## src/rtl/multi_button_ctrl.sv

```systemverilog
// multi_button_ctrl: N-channel button synchronizer, debouncer, edge detector and mode-driven light output
module multi_button_ctrl #(
   parameter int N_CH        = 4,
   parameter int SYNC_STAGES = 2,
   parameter int DEB_CYCLES  = 16
) (
   input  logic              clk,
   input  logic              rst_n,
   input  logic [N_CH-1:0]   button,
   input  logic [2*N_CH-1:0] mode,
   input  logic              clr,
   output logic [N_CH-1:0]   light,
   output logic [N_CH-1:0]   press_pulse,
   output logic [N_CH-1:0]   release_pulse,
   output logic [N_CH-1:0]   stable
);
   localparam int CW = $clog2(DEB_CYCLES + 1);
   logic [SYNC_STAGES-1:0][N_CH-1:0] sync_q;
   logic [N_CH-1:0] synced, commit, stable_nxt, press_ev, rel_ev, light_nxt;
   logic [CW-1:0]   cnt     [N_CH];
   logic [CW-1:0]   cnt_nxt [N_CH];
   assign synced = sync_q[SYNC_STAGES-1];
   // plain flop chain per channel; nothing combinational ahead of the last stage
   always_ff @(posedge clk or negedge rst_n) begin
      if (!rst_n) sync_q <= '0;
      else        sync_q <= {sync_q[SYNC_STAGES-2:0], button};
   end
   // debounce qualification, edge events and per-channel light next state
   always_comb begin
      commit    = '0;
      light_nxt = '0;
      for (int i = 0; i < N_CH; i++) begin
         commit[i]  = (synced[i] != stable[i]) && (cnt[i] == CW'(DEB_CYCLES - 1));
         cnt_nxt[i] = (synced[i] != stable[i] && !commit[i]) ? cnt[i] + 1'b1 : '0;
      end
      stable_nxt = stable ^ commit;
      press_ev   = commit & stable_nxt;
      rel_ev     = commit & ~stable_nxt;
      for (int i = 0; i < N_CH; i++)
         light_nxt[i] = clr                    ? 1'b0 :
                        mode[2*i+:2] == 2'b01 ? stable_nxt[i] :
                        mode[2*i+:2] == 2'b10 ? light[i] ^ rel_ev[i] :
                        mode[2*i+:2] == 2'b11 ? press_ev[i] :
                                                light[i] ^ press_ev[i];
   end
   // debounced state, counters and registered outputs
   always_ff @(posedge clk or negedge rst_n) begin
      if (!rst_n) begin
         for (int i = 0; i < N_CH; i++) cnt[i] <= '0;
         stable        <= '0;
         light         <= '0;
         press_pulse   <= '0;
         release_pulse <= '0;
      end else begin
         cnt           <= cnt_nxt;
         stable        <= stable_nxt;
         light         <= light_nxt;
         press_pulse   <= press_ev;
         release_pulse <= rel_ev;
      end
   end
endmodule
```

## config.mk

```make
export PLATFORM = sky130hd
export DESIGN_NAME = multi_button_ctrl
export DESIGN_NICKNAME = d
export VERILOG_FILES = /design/src/rtl/multi_button_ctrl.sv
export SDC_FILE = /design/constraint.sdc
export NUM_CORES = 1
export LEC_CHECK = 0
export BUFFER_PORTS_ARGS = -buffer_cell sky130_fd_sc_hd__clkbuf_2
export CORE_MARGIN = 5
export CORE_UTILIZATION = 59
export DETAILED_ROUTE_END_ITERATION = 10
export PLACE_DENSITY = 0.83
export SETUP_SLACK_MARGIN = 0.05
export SLEW_MARGIN = 20
export SYNTH_ARGS = -nofsm -noshare
export SYNTH_HDL_FRONTEND = slang
export SYNTH_SLANG_ARGS = --single-unit
```

## constraint.sdc

```tcl
create_clock -name clk -period 4.3 [get_ports clk]
set_input_delay 0.86 -clock clk [delete_from_list [all_inputs] [get_ports clk]]
set_output_delay 0.86 -clock clk [all_outputs]
set_load 0.02 [all_outputs]
```

## Word level (Yosys, flattened, before mapping)

Index checks and enable logic that the tools add are counted.

- $add $sub $neg: 4
- Equal/unequal tests: 20
- Muxes and demuxes: 20
- Bitwise gates (word level): 12
- Reductions and logical operators: 12

Operator list:

| cell | number |
|---|---|
| 5-bit by 1-bit adder with 5-bit output (second input constant) | 4 |
| 5-bit by 4-bit == test with 1-bit output (second input constant) | 4 |
| 5-bit two-way mux | 4 |
| 2-bit == test (second input constant) | 8 |
| 1-bit two-way mux | 16 |
| 4-bit AND | 2 |
| 2-bit by 1-bit == test with 1-bit output (second input constant) | 4 |
| 1-bit logical AND | 8 |
| 1-bit XOR | 8 |
| 1-bit zero test | 4 |
| 1-bit != test | 4 |
| 4-bit inverter | 1 |
| 4-bit XOR | 1 |

- Register bits after elaboration: 44
- Bits of input ports: 15
- Word-level logic and storage cells: 78

## Depth between registers and ports, before layout

- Depth after elaboration: 9
- Mapped depth: 8

## Worst setup path before layout

OpenSTA, ideal clock, no wires.

- Path kind: flip-flop to flip-flop
- From: reg cnt[10] (netlist bit)
- To: reg light[1]
- Data arrival time: 1.646 ns
- Required time: 4.170 ns
- Setup slack: 2.524 ns
- Stages on the path, launching flop included: 9
- Clock period less this slack: 1.776 ns
- Path through: dfrtp_1 -> ha_1 -> and3_1 -> ha_1 -> and2_1 -> ha_1 -> inv_1 -> o2111ai_1 -> o31ai_1

- Word-level cells in the longest chain between the ends: 9
- Elaborated cells on any way between the ends: 12

RTL lines:

| element | line | source |
|---|---|---|
| from (decl) | 20 | `logic [CW-1:0] cnt [N_CH];` |
| from (signal assigned) | 55 | `cnt <= cnt_nxt;` |
| 5-bit by 4-bit == test with 1-bit output * | 33 | `commit[i] = (synced[i] != stable[i]) && (cnt[i] == CW'(DEB_CYCLES - 1));` |
| 1-bit logical AND * | 33 |  |
| 4-bit XOR * | 36 | `stable_nxt = stable ^ commit;` |
| via stable_nxt[1] | 19 | `logic [N_CH-1:0] synced, commit, stable_nxt, press_ev, rel_ev, light_nxt;` |
| 4-bit AND / 4-bit inverter (equally long branches) | 37, 38 |  |
| 1-bit XOR / 4-bit AND (equally long branches) | 44, 38 |  |
| 1-bit two-way mux / 1-bit XOR (equally long branches) | 43, 42 |  |
| 1-bit two-way mux | 42 | `mode[2*i+:2] == 2'b10 ? light[i] ^ rel_ev[i] :` |
| 1-bit two-way mux * | 41 | `mode[2*i+:2] == 2'b01 ? stable_nxt[i] :` |
| 1-bit two-way mux * | 40 | `light_nxt[i] = clr ? 1'b0 :` |
| via light_nxt[1] | 19 |  |
| to (signal assigned) | 57 | `light <= light_nxt;` |
| to (decl) | 12 | `output logic [N_CH-1:0] light,` |

The timed path passes the listed nets; every way through them passes the cells marked *.

## Worst setup path after layout

- From: reg cnt[10] (netlist bit)
- To: reg light[1]

- Word-level cells in the longest chain between the ends: 9
- Elaborated cells on any way between the ends: 12

RTL lines:

| element | line | source |
|---|---|---|
| 5-bit by 4-bit == test with 1-bit output * | 33 |  |
| 1-bit logical AND * | 33 |  |
| 4-bit XOR | 36 |  |
| 4-bit inverter | 38 | `rel_ev = commit & ~stable_nxt;` |
| 4-bit AND * | 38 |  |
| via rel_ev[1] | 19 |  |
| 1-bit XOR * | 42 |  |
| 1-bit two-way mux * | 42 |  |
| 1-bit two-way mux * | 41 |  |
| 1-bit two-way mux * | 40 |  |
| via light_nxt[1] | 19 |  |

Marked as above.

==> metrics.yaml <==
status:
  status: "complete, no violations"
sta:
  fin_ws_ns: 2.33
  finalSetupTns_ns: 0
  rsz0062_at_grt: "false"
  max_freq_mhz: 509
  worstMarginPinSlew_ns: 0.924
  hold_viol_final: 0
  timing.hold.ws_ns: 0.357
  layout_min_cycle_time_ns: 1.97
  slew_violations: 0
  fin_crit_sh: 0.457
  relSlewSlack: 0.384
  setup_violations: 0
  finClkSkew_ns: 0.00791
die:
  core-area_sq_mm: 0.00303
  die_width_um: 66.2
  start_util: 0.615
  io-pin-count: 31
  rows: 20
  die_y_um: 66.2
  die-area_sq_mm: 0.00438
finish:
  drive_gt1_frac: 0.188
  register_area_sq_mm: 0.00110
  final_nets: 223
  num-fill-cells: 225
  multiInputGateArea_sq_um: 693
  diodes: 0
  design_area_sq_mm: 0.00210
  area_growth_pct: 13.0
worst_setup_path:
  critPathArrivalTime_ns: 2.20
  cp-startpoint: "cnt[10]"
  worstSetupPathType: "flip-flop to flip-flop"
  setup.worst_path.end_class: "flip-flop"
  required_ns: 4.53
  cp-start-kind: "flip-flop"
  critPathMaxFanout: 3
  r2r_start: "cnt[10]"
synthesis:
  synth-edff-count: 0
  synth_xor_area_frac: 0.0706
  synth_ff_type: "dfrtp_1"
  synthAdderAreaFrac: 0.134
  avgSynthCellArea_sq_um: 12.3
  synth-compound-area-share: 0.0383
  synth_warnings: 0
  yosys.area_share.simple: 0.108
  yosysMostFrequentCell: "dfrtp_1"
  synth_area_leaders: "dfrtp_1, ha_1, xor2_1, nor2_1, inv_1"
  ys_ff_latch: 44
  synth_top_area_share: 0.591
  async_flop_share: 1.00
  synth.yosys.seq_area_share: 0.591
  syn_area_sq_mm: 0.00186
  syn-instance-count: 151
  synth_common_cells: "dfrtp_1, nor2_1, ha_1"
  synth_top_family_by_area: "adder cells"
  synth_area_leader_cell: "dfrtp_1"
  synth.area.mux_share: 0.0215
  synthDistinctLibCells: 18
  synth_nets: 186
cts:
  cts_buffer_depth: 2
  clk-insertion-delay-late_ns: 0.32
  cts_hold_buf: 0
  clock-sinks: 44
  cts-htree-levels: 2
  clockRootBuffer: "clkbuf_4"
  cts_made_buffers: 5
  path_clk_slew_ns: 0.11
  cts_tree: "done"
  ctsResizeCount: 0
  post-cts-setup-buffers: 0
job:
  maxCapViolations: 0
detailed_routing:
  first_iter_violations: 40
  vias: 1112
  post_drt_wl_per_cell_um: 12.5
  viasPerCell: 4.83
  drt-total-wl_um: 2880
  post-route-drc-count: 0
  ant_nets: 0
  dr.pass1.iters: 3
grt:
  first_global_vias: 1161
  grt_util_all_layers: 0.151
  antenna_found_initial: 0
  grt_max_degree: 45
  grt_pass1_wl_um: 4950
  grt-ovfl-total: 0
placed_design:
  gp_congestion: 0.751
  placed_area_sq_mm: 0.00207
  numPortBuffers: 30
  place_ws_ns: 2.35
  dp_hpwl_um: 2230
pwr:
  power.density_mw_per_mm2: 307
  peakVddDrop_v: 0.000273
  p_leak_nw: 1.16
min_path:
  hp-start: "sync_q[1]"
  worstHoldPathType: "flip-flop to flip-flop"
[per-layer routing]
layer | part of all wire | GRT usage
met1 | 0.42 | 0.172
met2 | 0.52 | 0.273
met3 | 0.054 | 0.0425
met4 | 0.013 | 0.0457
met5 | 0 | 0
[cell usage in the layout, fill, tap and decap left out]
cell type / count
o211ai_1: 1
xnor2_1: 4
clkbuf_2: 29
o2111ai_1: 3
inv_1: 18
mux2i_1: 4
and3_1: 4
dfrtp_1: 44
o31ai_1: 3
nor2_1: 21
clkbuf_4: 5
or2b_1: 3
nand3_1: 4
nand2_1: 1
ha_1: 20
nand2b_1: 4
buf_2: 1
a21oi_1: 1
xor2_1: 11
and2_1: 4
o311a_1: 1
[sequential cells by signal, summed over array words and instances (netlist names)]
name / count
cnt: 20
light: 4
press_pulse: 4
release_pulse: 4
stable: 4
sync_q: 4
synced: 4
[per-stage QoR]
stage / utilization / total power [W] / cells
finish: 0.695 / 0.000645 / 230
global route: 0.695 / 0.000684 / 230
CTS: 0.695 / 0.000654 / 230
detailed placement: 0.683 / 0.000493 / 225
global placement: 0.683 / 0.000489 / 225
floorplan: - / 0.000468 / 151
[path summary, 6_finish.rpt]
| path | to | slack, ns | cells past startpoint |
|---|---|---|---|
| max | light[1] | 2.33 | 8 |
| min | synced[1] | 0.36 | 0 |
| max reg2reg | light[1] | 2.33 | 8 |
| min reg2reg | synced[1] | 0.36 | 0 |
| max in group asynchronous | cnt[17] | 3.07 | 1 |
| min in group asynchronous | light[1] | 0.67 | 1 |
[logic make-up (layout without fill, tap and decap cells)]
kind of cell             Yosys count  in the layout
flip-flops                        44             44
AND/OR/NAND/NOR                   41             41
adder cells (fa/ha/maj)           20             20
buffers and inverters             18             53
XOR/XNOR                          15             15
AO/OA/AOI/OAI                      9              9
multiplexers                       4              4
[power by group]
| part | switching [W] | internal (W) |
|---|---|---|
| combinational | 0.0000281 | 0.0000187 |
| sequential | 0.00000892 | 0.000428 |
| clock | 0.000107 | 0.0000549 |
[cell type report]
type,count,share of cell area
multi-input combinational,89,0.329
inverter,18,0.0321
tap,44,0.0262
sequential,44,0.523
timing repair buffer,30,0.0713
clock buffer,5,0.0178
[worst max-delay path, cell delays in order, from the launching register on]
cell     delay [ns]
dfrtp_1        0.42
ha_1           0.24
and3_1         0.19
ha_1           0.17
and2_1         0.17
ha_1           0.22
mux2i_1        0.17
xor2_1         0.09
o31ai_1        0.22
(Power assumes the default switching activity.)
